<file path="src/rtl/bip_debug_pkg.sv">
// Shared types and constants for the BIP UART debug unit.
package bip_debug_pkg;

  typedef enum logic [1:0] {
    S_IDLE = 2'd0,
    S_RUN  = 2'd1,
    S_STEP = 2'd2,
    S_SEND = 2'd3
  } state_t;

  localparam logic [7:0] CMD_START_DEF = 8'h08;
  localparam logic [7:0] CMD_STEP_DEF  = 8'h09;

  // Report frame length: full count bytes followed by the zero-padded accumulator.
  function automatic int frame_bytes(input int cnt_w, input int data_w);
    return cnt_w / 8 + (data_w + 7) / 8;
  endfunction

endpackage

</file>
<file path="src/rtl/bip_debug_if.sv">
// UART FIFO side of the debug unit: RX pop and TX push handshakes.
interface bip_debug_if;
  logic       rx_empty;
  logic [7:0] r_data;
  logic       rd_uart;
  logic       tx_full;
  logic [7:0] w_data;
  logic       wr_uart;

  modport master (input rx_empty, r_data, tx_full, output rd_uart, w_data, wr_uart);
  modport slave  (output rx_empty, r_data, tx_full, input rd_uart, w_data, wr_uart);
endinterface

</file>
<file path="src/rtl/bip_debug_frame_ser.sv">
// Snapshot register and byte serializer for the count/accumulator report frame.
module bip_debug_frame_ser
  import bip_debug_pkg::*;
#(
  parameter int CNT_WIDTH  = 32,
  parameter int DATA_WIDTH = 16
) (
  input  logic                  clk,
  input  logic                  reset,
  input  logic                  load,
  input  logic [CNT_WIDTH-1:0]  cnt,
  input  logic [DATA_WIDTH-1:0] acc,
  input  logic                  send,
  input  logic                  tx_full,
  output logic                  wr_uart,
  output logic [7:0]            w_data,
  output logic                  done
);

  localparam int NBYTES = frame_bytes(CNT_WIDTH, DATA_WIDTH);
  localparam int ACC_W  = NBYTES * 8 - CNT_WIDTH;
  localparam int IDX_W  = $clog2(NBYTES);
  localparam logic [IDX_W-1:0] LAST = IDX_W'(NBYTES - 1);

  logic [NBYTES-1:0][7:0] frame;
  logic [IDX_W-1:0]       idx;

  assign wr_uart = send & ~tx_full;
  assign w_data  = frame[idx];
  assign done    = wr_uart && (idx == LAST);

  always_ff @(posedge clk or posedge reset) begin
    if (reset) begin
      frame <= '0;
      idx   <= '0;
    end else begin
      if (load) frame <= {ACC_W'(acc), cnt};
      if (done)         idx <= '0;
      else if (wr_uart) idx <= idx + IDX_W'(1);
    end
  end

endmodule

</file>
<file path="src/rtl/bip_debug_unit.sv">
// UART debug controller for the BIP CPU: runs or single-steps the CPU and reports the
// saturating cycle count and accumulator. Step mode is built only with BIP_DEBUG_STEP_EN.
module bip_debug_unit
  import bip_debug_pkg::*;
#(
  parameter int         DATA_WIDTH = 16,
  parameter int         CNT_WIDTH  = 32,
  parameter logic [7:0] CMD_START  = CMD_START_DEF
`ifdef BIP_DEBUG_STEP_EN
  , parameter logic [7:0] CMD_STEP = CMD_STEP_DEF
`endif
) (
  input  logic                  clk,
  input  logic                  reset,
  bip_debug_if.master           uart,
  input  logic                  pc_en,
  input  logic [DATA_WIDTH-1:0] acc,
  output logic                  cpu_reset,
  output logic                  cpu_en,
  output logic                  busy
);

  state_t               state, state_n;
  logic [CNT_WIDTH-1:0] cnt, cnt_sat, snap_cnt;
  logic                 first;
  logic                 rx_pop, is_start, load, send, ser_done, cnt_clr, cnt_inc;
`ifdef BIP_DEBUG_STEP_EN
  logic                 is_step, step_go, step_snap, halt_s, final_f;
  assign is_step = (uart.r_data == CMD_STEP);
`endif

  assign is_start    = (uart.r_data == CMD_START);
  assign uart.rd_uart = rx_pop;
  assign cnt_sat     = (&cnt) ? cnt : cnt + CNT_WIDTH'(1);
  // RUN snapshots include the halting cycle; a step has already counted its cycle.
  assign snap_cnt    = (state == S_RUN) ? cnt_sat : cnt;

  always_ff @(posedge clk or posedge reset) begin
    if (reset) state <= S_IDLE;
    else       state <= state_n;
  end

  always_comb begin
    state_n = state;
    case (state)
      S_IDLE: if (rx_pop && is_start) state_n = S_RUN;
`ifdef BIP_DEBUG_STEP_EN
              else if (rx_pop && is_step) state_n = S_STEP;
      S_STEP: if (step_snap) state_n = S_SEND;
              else if (rx_pop && is_start) state_n = S_RUN;
`endif
      S_RUN:  if (load) state_n = S_SEND;
`ifdef BIP_DEBUG_STEP_EN
      S_SEND: if (ser_done) state_n = final_f ? S_IDLE : S_STEP;
`else
      S_SEND: if (ser_done) state_n = S_IDLE;
`endif
      default: state_n = S_IDLE;
    endcase
  end

  always_comb begin
    rx_pop    = 1'b0;
    cpu_en    = 1'b0;
    cpu_reset = 1'b0;
    busy      = 1'b1;
    load      = 1'b0;
    send      = 1'b0;
    cnt_clr   = 1'b0;
    cnt_inc   = 1'b0;
    case (state)
      S_IDLE: begin
        cpu_reset = 1'b1;
        busy      = 1'b0;
        rx_pop    = ~uart.rx_empty & ~reset;
`ifdef BIP_DEBUG_STEP_EN
        cnt_clr   = rx_pop & (is_start | is_step);
`else
        cnt_clr   = rx_pop & is_start;
`endif
      end
      S_RUN: begin
        cpu_en  = 1'b1;
        cnt_inc = 1'b1;
        load    = ~first & ~pc_en;
      end
`ifdef BIP_DEBUG_STEP_EN
      S_STEP: begin
        cpu_en  = step_go;
        cnt_inc = step_go;
        load    = step_snap;
        rx_pop  = ~uart.rx_empty & ~reset & ~step_go & ~step_snap;
      end
`endif
      S_SEND: send = 1'b1;
      default: ;
    endcase
  end

  always_ff @(posedge clk or posedge reset) begin
    if (reset) begin
      cnt   <= '0;
      first <= 1'b0;
`ifdef BIP_DEBUG_STEP_EN
      step_go   <= 1'b0;
      step_snap <= 1'b0;
      halt_s    <= 1'b0;
      final_f   <= 1'b0;
`endif
    end else begin
      if (cnt_clr)      cnt <= '0;
      else if (cnt_inc) cnt <= cnt_sat;
      // pc_en is not meaningful in the first cycle after the CPU is released.
      first <= (state != S_RUN) && (state_n == S_RUN);
`ifdef BIP_DEBUG_STEP_EN
      step_go   <= rx_pop & is_step;
      step_snap <= step_go;
      if (step_go) halt_s <= ~pc_en;
      if (load)    final_f <= (state == S_RUN) | halt_s;
`endif
    end
  end

  bip_debug_frame_ser #(
    .CNT_WIDTH (CNT_WIDTH),
    .DATA_WIDTH(DATA_WIDTH)
  ) u_ser (
    .clk    (clk),
    .reset  (reset),
    .load   (load),
    .cnt    (snap_cnt),
    .acc    (acc),
    .send   (send),
    .tx_full(uart.tx_full),
    .wr_uart(uart.wr_uart),
    .w_data (uart.w_data),
    .done   (ser_done)
  );

endmodule

</file>
<file path="src/flat_wrapper.sv">
// flat-port wrapper written by rule: the top's interface ports become plain ports
module bip_debug_unit_flat import bip_debug_pkg::*;
#(
  parameter int         DATA_WIDTH = 16,
  parameter int         CNT_WIDTH  = 32,
  parameter logic [7:0] CMD_START  = CMD_START_DEF

)
  (clk, reset, pc_en, acc, cpu_reset, cpu_en, busy, uart_rx_empty, uart_r_data, uart_tx_full, uart_rd_uart, uart_w_data, uart_wr_uart);
  bip_debug_if uart_i ();
  input  logic clk;
  input  logic reset;
  input  logic pc_en;
  input  logic [DATA_WIDTH-1:0] acc;
  output logic cpu_reset;
  output logic cpu_en;
  output logic busy;
  input wire logic [$bits(uart_i.rx_empty)-1:0] uart_rx_empty;
  input wire logic [$bits(uart_i.r_data)-1:0] uart_r_data;
  input wire logic [$bits(uart_i.tx_full)-1:0] uart_tx_full;
  output wire logic [$bits(uart_i.rd_uart)-1:0] uart_rd_uart;
  output wire logic [$bits(uart_i.w_data)-1:0] uart_w_data;
  output wire logic [$bits(uart_i.wr_uart)-1:0] uart_wr_uart;
  assign uart_i.rx_empty = uart_rx_empty;
  assign uart_i.r_data = uart_r_data;
  assign uart_i.tx_full = uart_tx_full;
  assign uart_rd_uart = uart_i.rd_uart;
  assign uart_w_data = uart_i.w_data;
  assign uart_wr_uart = uart_i.wr_uart;
  bip_debug_unit #(.DATA_WIDTH(DATA_WIDTH), .CNT_WIDTH(CNT_WIDTH), .CMD_START(CMD_START)) u_core (.clk(clk), .reset(reset), .uart(uart_i), .pc_en(pc_en), .acc(acc), .cpu_reset(cpu_reset), .cpu_en(cpu_en), .busy(busy));
endmodule
</file>
<file path="config.mk">
export PLATFORM = sky130hd
export DESIGN_NAME = bip_debug_unit_flat
export DESIGN_NICKNAME = d
export VERILOG_FILES = /design/src/rtl/bip_debug_pkg.sv /design/src/rtl/bip_debug_if.sv /design/src/rtl/bip_debug_frame_ser.sv /design/src/rtl/bip_debug_unit.sv /design/src/flat_wrapper.sv
export SDC_FILE = /design/constraint.sdc
export NUM_CORES = 1
export LEC_CHECK = 0
export BUFFER_PORTS_ARGS = -buffer_cell sky130_fd_sc_hd__buf_2
export CAP_MARGIN = 10
export CORE_ASPECT_RATIO = 1.2
export CORE_MARGIN = 4
export CORE_UTILIZATION = 60
export CTS_BUF_LIST = sky130_fd_sc_hd__clkbuf_4 sky130_fd_sc_hd__clkbuf_8 sky130_fd_sc_hd__clkbuf_16
export DETAILED_ROUTE_END_ITERATION = 8
export HOLD_SLACK_MARGIN = 0.12
export PLACE_DENSITY = 0.8
export SETUP_SLACK_MARGIN = 0.1
export SYNTH_ARGS = -nofsm -noshare
export SYNTH_HDL_FRONTEND = slang
export SYNTH_SLANG_ARGS = --single-unit
</file>
<file path="constraint.sdc">
create_clock -name clk -period 4.5 [get_ports clk]
set_input_delay 0 -clock clk [delete_from_list [all_inputs] [get_ports clk]]
set_output_delay 0 -clock clk [all_outputs]
set_load 0.05 [all_outputs]
</file>
==> run_results.csv <==
group,metric,value,unit
run_status,run_status,"finished clean",
floorplanning,std_cell_rows,35,
cells_and_area,final_common_cell,"nand2_1",
synth,syn_nets,548,
synth,yosysSeqAreaShare,45.9,%
synth,yosys_warnings,0,
synth,async_reset_ff_share,100,%
global_route,grt_pass1_vias,4189,
route,vias_per_cell,6.52,
sta,clock_skew,0.00957,ns
synth,synth_edf_count,0,
sta,hold_viol,0,
global_route,grt_max_degree,48,
sta,fmax,342,MHz
sta,final_max_slew_viol_count,0,
sta,tightestPinTransition,1.14,ns
route,remaining_drc_errors,0,
route,firstDrtPassIters,5,
synth,syn_inst,516,
critical_path,cp_max_fo,17,
route,routed_wl,13000,µm
worst_hold_path,holdPathStages,5,
worst_hold_path,hp-class,"input port to register",
sta,setup_ws,1.57,ns
place,pre_cts_slack,1.62,ns
power,vdd_drop_max,641,µV
route,drt_iter0_markers,257,
critical_path,crit_type,"register to register",
route,wl_per_cell,19.3,µm
critical_path,cp-end-kind,"register",
floorplanning,initial_core_util,61.1,%
clock_tree,root_buffer,"clkbuf_8",
global_route,gr-usage-all-layers,28.9,%
cells_and_area,fin_cells,675,
synth,syn_area_per_cell,9.08,µm²
clock_tree,cts_max_path_buffers,2,
synth,synth_cell_type_count,51,
critical_path,cp.arrival,3.21,ns
critical_path,r2r-end,"u_core.cnt[12]",
critical_path,r2r_cells,6,
global_route,grt_overflow,0,
sta,rsz0062_at_grt,"no",
place,gp_congestion,0.919,
floorplanning,dieArea,9290,µm²
global_route,grt_pass1_wl,20700,µm
sta,tns,0,ns
place,io_buffers,41,
route,ant_nets,0,
cells_and_area,nets,610,
critical_path,rr_startpoint,"u_core.cnt[0]",
clock_tree,insertion_delay,0.37,ns
cells_and_area,diodes,0,
critical_path,start_kind,"register",
cells_and_area,most-common-layout-cells,"nand2_1, dfrtp_1, buf_2",
floorplanning,die_x,88.7,µm
cells_and_area,area_growth,17.0,%
synth,ys.flop_type,"dfrtp_1",
clock_tree,post_cts_buffers,0,
sta,post-route-period-util,65.0,%
critical_path,ff2ff_setup_slack,1.57,ns
synth,ys_seq_elements,86,
clock_tree,clk_pin_slew,0.09,ns
clock_tree,tritoncts,"done",
run,drv_cap,0,
critical_path,startpoint,"u_core.cnt[0]",
critical_path,cp.required,4.78,ns
place,hpwl,8380,µm
route,vias,4401,
sta,fin_crit,2.93,ns
worst_hold_path,hold_end,"u_core.cnt[5]",
power,pwr_density_cell,640,nW/µm²
sta,slew_headroom,23.7,%
power,leakage,0.00232,µW
clock_tree,cts_made_buffers,9,
floorplanning,core,7660,µm²
floorplanning,die_y,105,µm
place,dp_cells,622,
clock_tree,cts.htree.levels,3,
clock_tree,clock-sinks,86,
floorplanning,io_pins,42,
global_route,grt_antenna_before_repair,1,
synth,syn_area,4690,µm²
cells_and_area,final_util,71.6,%
cells_and_area,drive_gt1_share,15.8,%
worst_hold_path,min_from,"uart_r_data[6]",
sta,setup_viol,0,
-- sequential cells by signal, indices dropped and copies added, names as in the netlist --
| name | cells |
|---|---|
| u_core.state | 2 |
| u_core.u_ser.idx | 3 |
| u_core.first | 1 |
| u_core.u_ser.frame | 48 |
| u_core.cnt | 32 |
-- synthesized netlist by cell type (all sizes together) (6+ instances only) --
cell	n	area share, %
a21oi	18	1.9
a31oi	17	2.3
and3	6	0.80
buf	9	0.88
clkbuf	22	1.8
dfrtp	86	46
inv	16	1.3
mux2i	9	1.9
mux4	8	3.8
nand2	98	7.9
nand3	30	3.3
nand4	11	1.9
nor2	31	2.5
nor3	10	1.2
nor4	7	1.2
o211ai	9	1.4
o21ai	36	3.8
o22ai	8	1.1
o31ai	9	1.7
or3	15	2.1
or4	16	2.7
xnor2	13	2.4
-- where the power goes --
| group | switching [µW] | internal (µW) | leakage (µW) | total (µW) |
|---|---|---|---|---|
| Sequential | 327 | 1040 | 0.000972 | 1360 |
| Clock | 298 | 260 | 0.000104 | 558 |
| Combinational | 1040 | 552 | 0.00124 | 1590 |
| Total | 1660 | 1850 | 0.00232 | 3510 |
-- worst max path at each step --
stage                      to  depth (start not counted)
2_1_floorplan   u_core.cnt[3]                          5
3_3_place_gp   u_core.cnt[12]                          6
3_5_place_dp    u_core.cnt[5]                          6
4_1_cts         u_core.cnt[5]                          6
5_1_grt        u_core.cnt[12]                          6
6_report       u_core.cnt[12]                          6
-- cells by family after synthesis --
logic type / after synthesis / synth area share (%)
AO/OA/AOI/OAI: 110 / 14.8
XOR/XNOR: 14 / 2.62
adder cells (fa/ha/maj): 3 / 0.801
buffers and inverters: 48 / 4.03
flip-flops: 86 / 45.9
multiplexers: 17 / 5.77
AND/OR/NAND/NOR: 238 / 26.0
-- per-stage QoR --
step / hold WS, ns / power [µW] / cell area (µm²)
detailed placement: 0.136 / 2860 / 4920
global placement: 0.123 / 2800 / 4920
global route: 0.318 / 3710 / 5480
floorplan: 0.105 / 2470 / 4690
CTS: 0.249 / 3470 / 5480
finish: 0.250 / 3510 / 5480
-- critical path, stage by stage (launching register included) --
cell,delay [ns]
dfrtp_1,0.47
ha_1,0.32
nand4_4,0.19
or4_4,0.63
nor3_2,0.78
o21ai_0,0.20
a31oi_1,0.24
-- layout make-up --
class | count | area [µm²]
clock buffer | 9 | 124
clock inverter | 7 | 71.3
fill | 534 | 2180
inverter | 17 | 65.1
multi-input combinational | 382 | 2350
sequential | 86 | 2150
tap | 92 | 115
timing repair buffer | 82 | 606
-- what timing repair did --
item,4_1_cts,5_1_grt
hold buffers,37,0
gates resized for setup,0,0
endpoints found under the hold margin,60,0
-- metal layers --
layer,up-vias,global-route usage [%],part of all wire (%)
met5,-,0,0.0077
met4,2,13.8,3.5
met1,2158,36.8,41
li1,2017,-,-
met2,187,46.4,50
met3,37,5.60,5.7
Power figures use the tool's default switching activity.
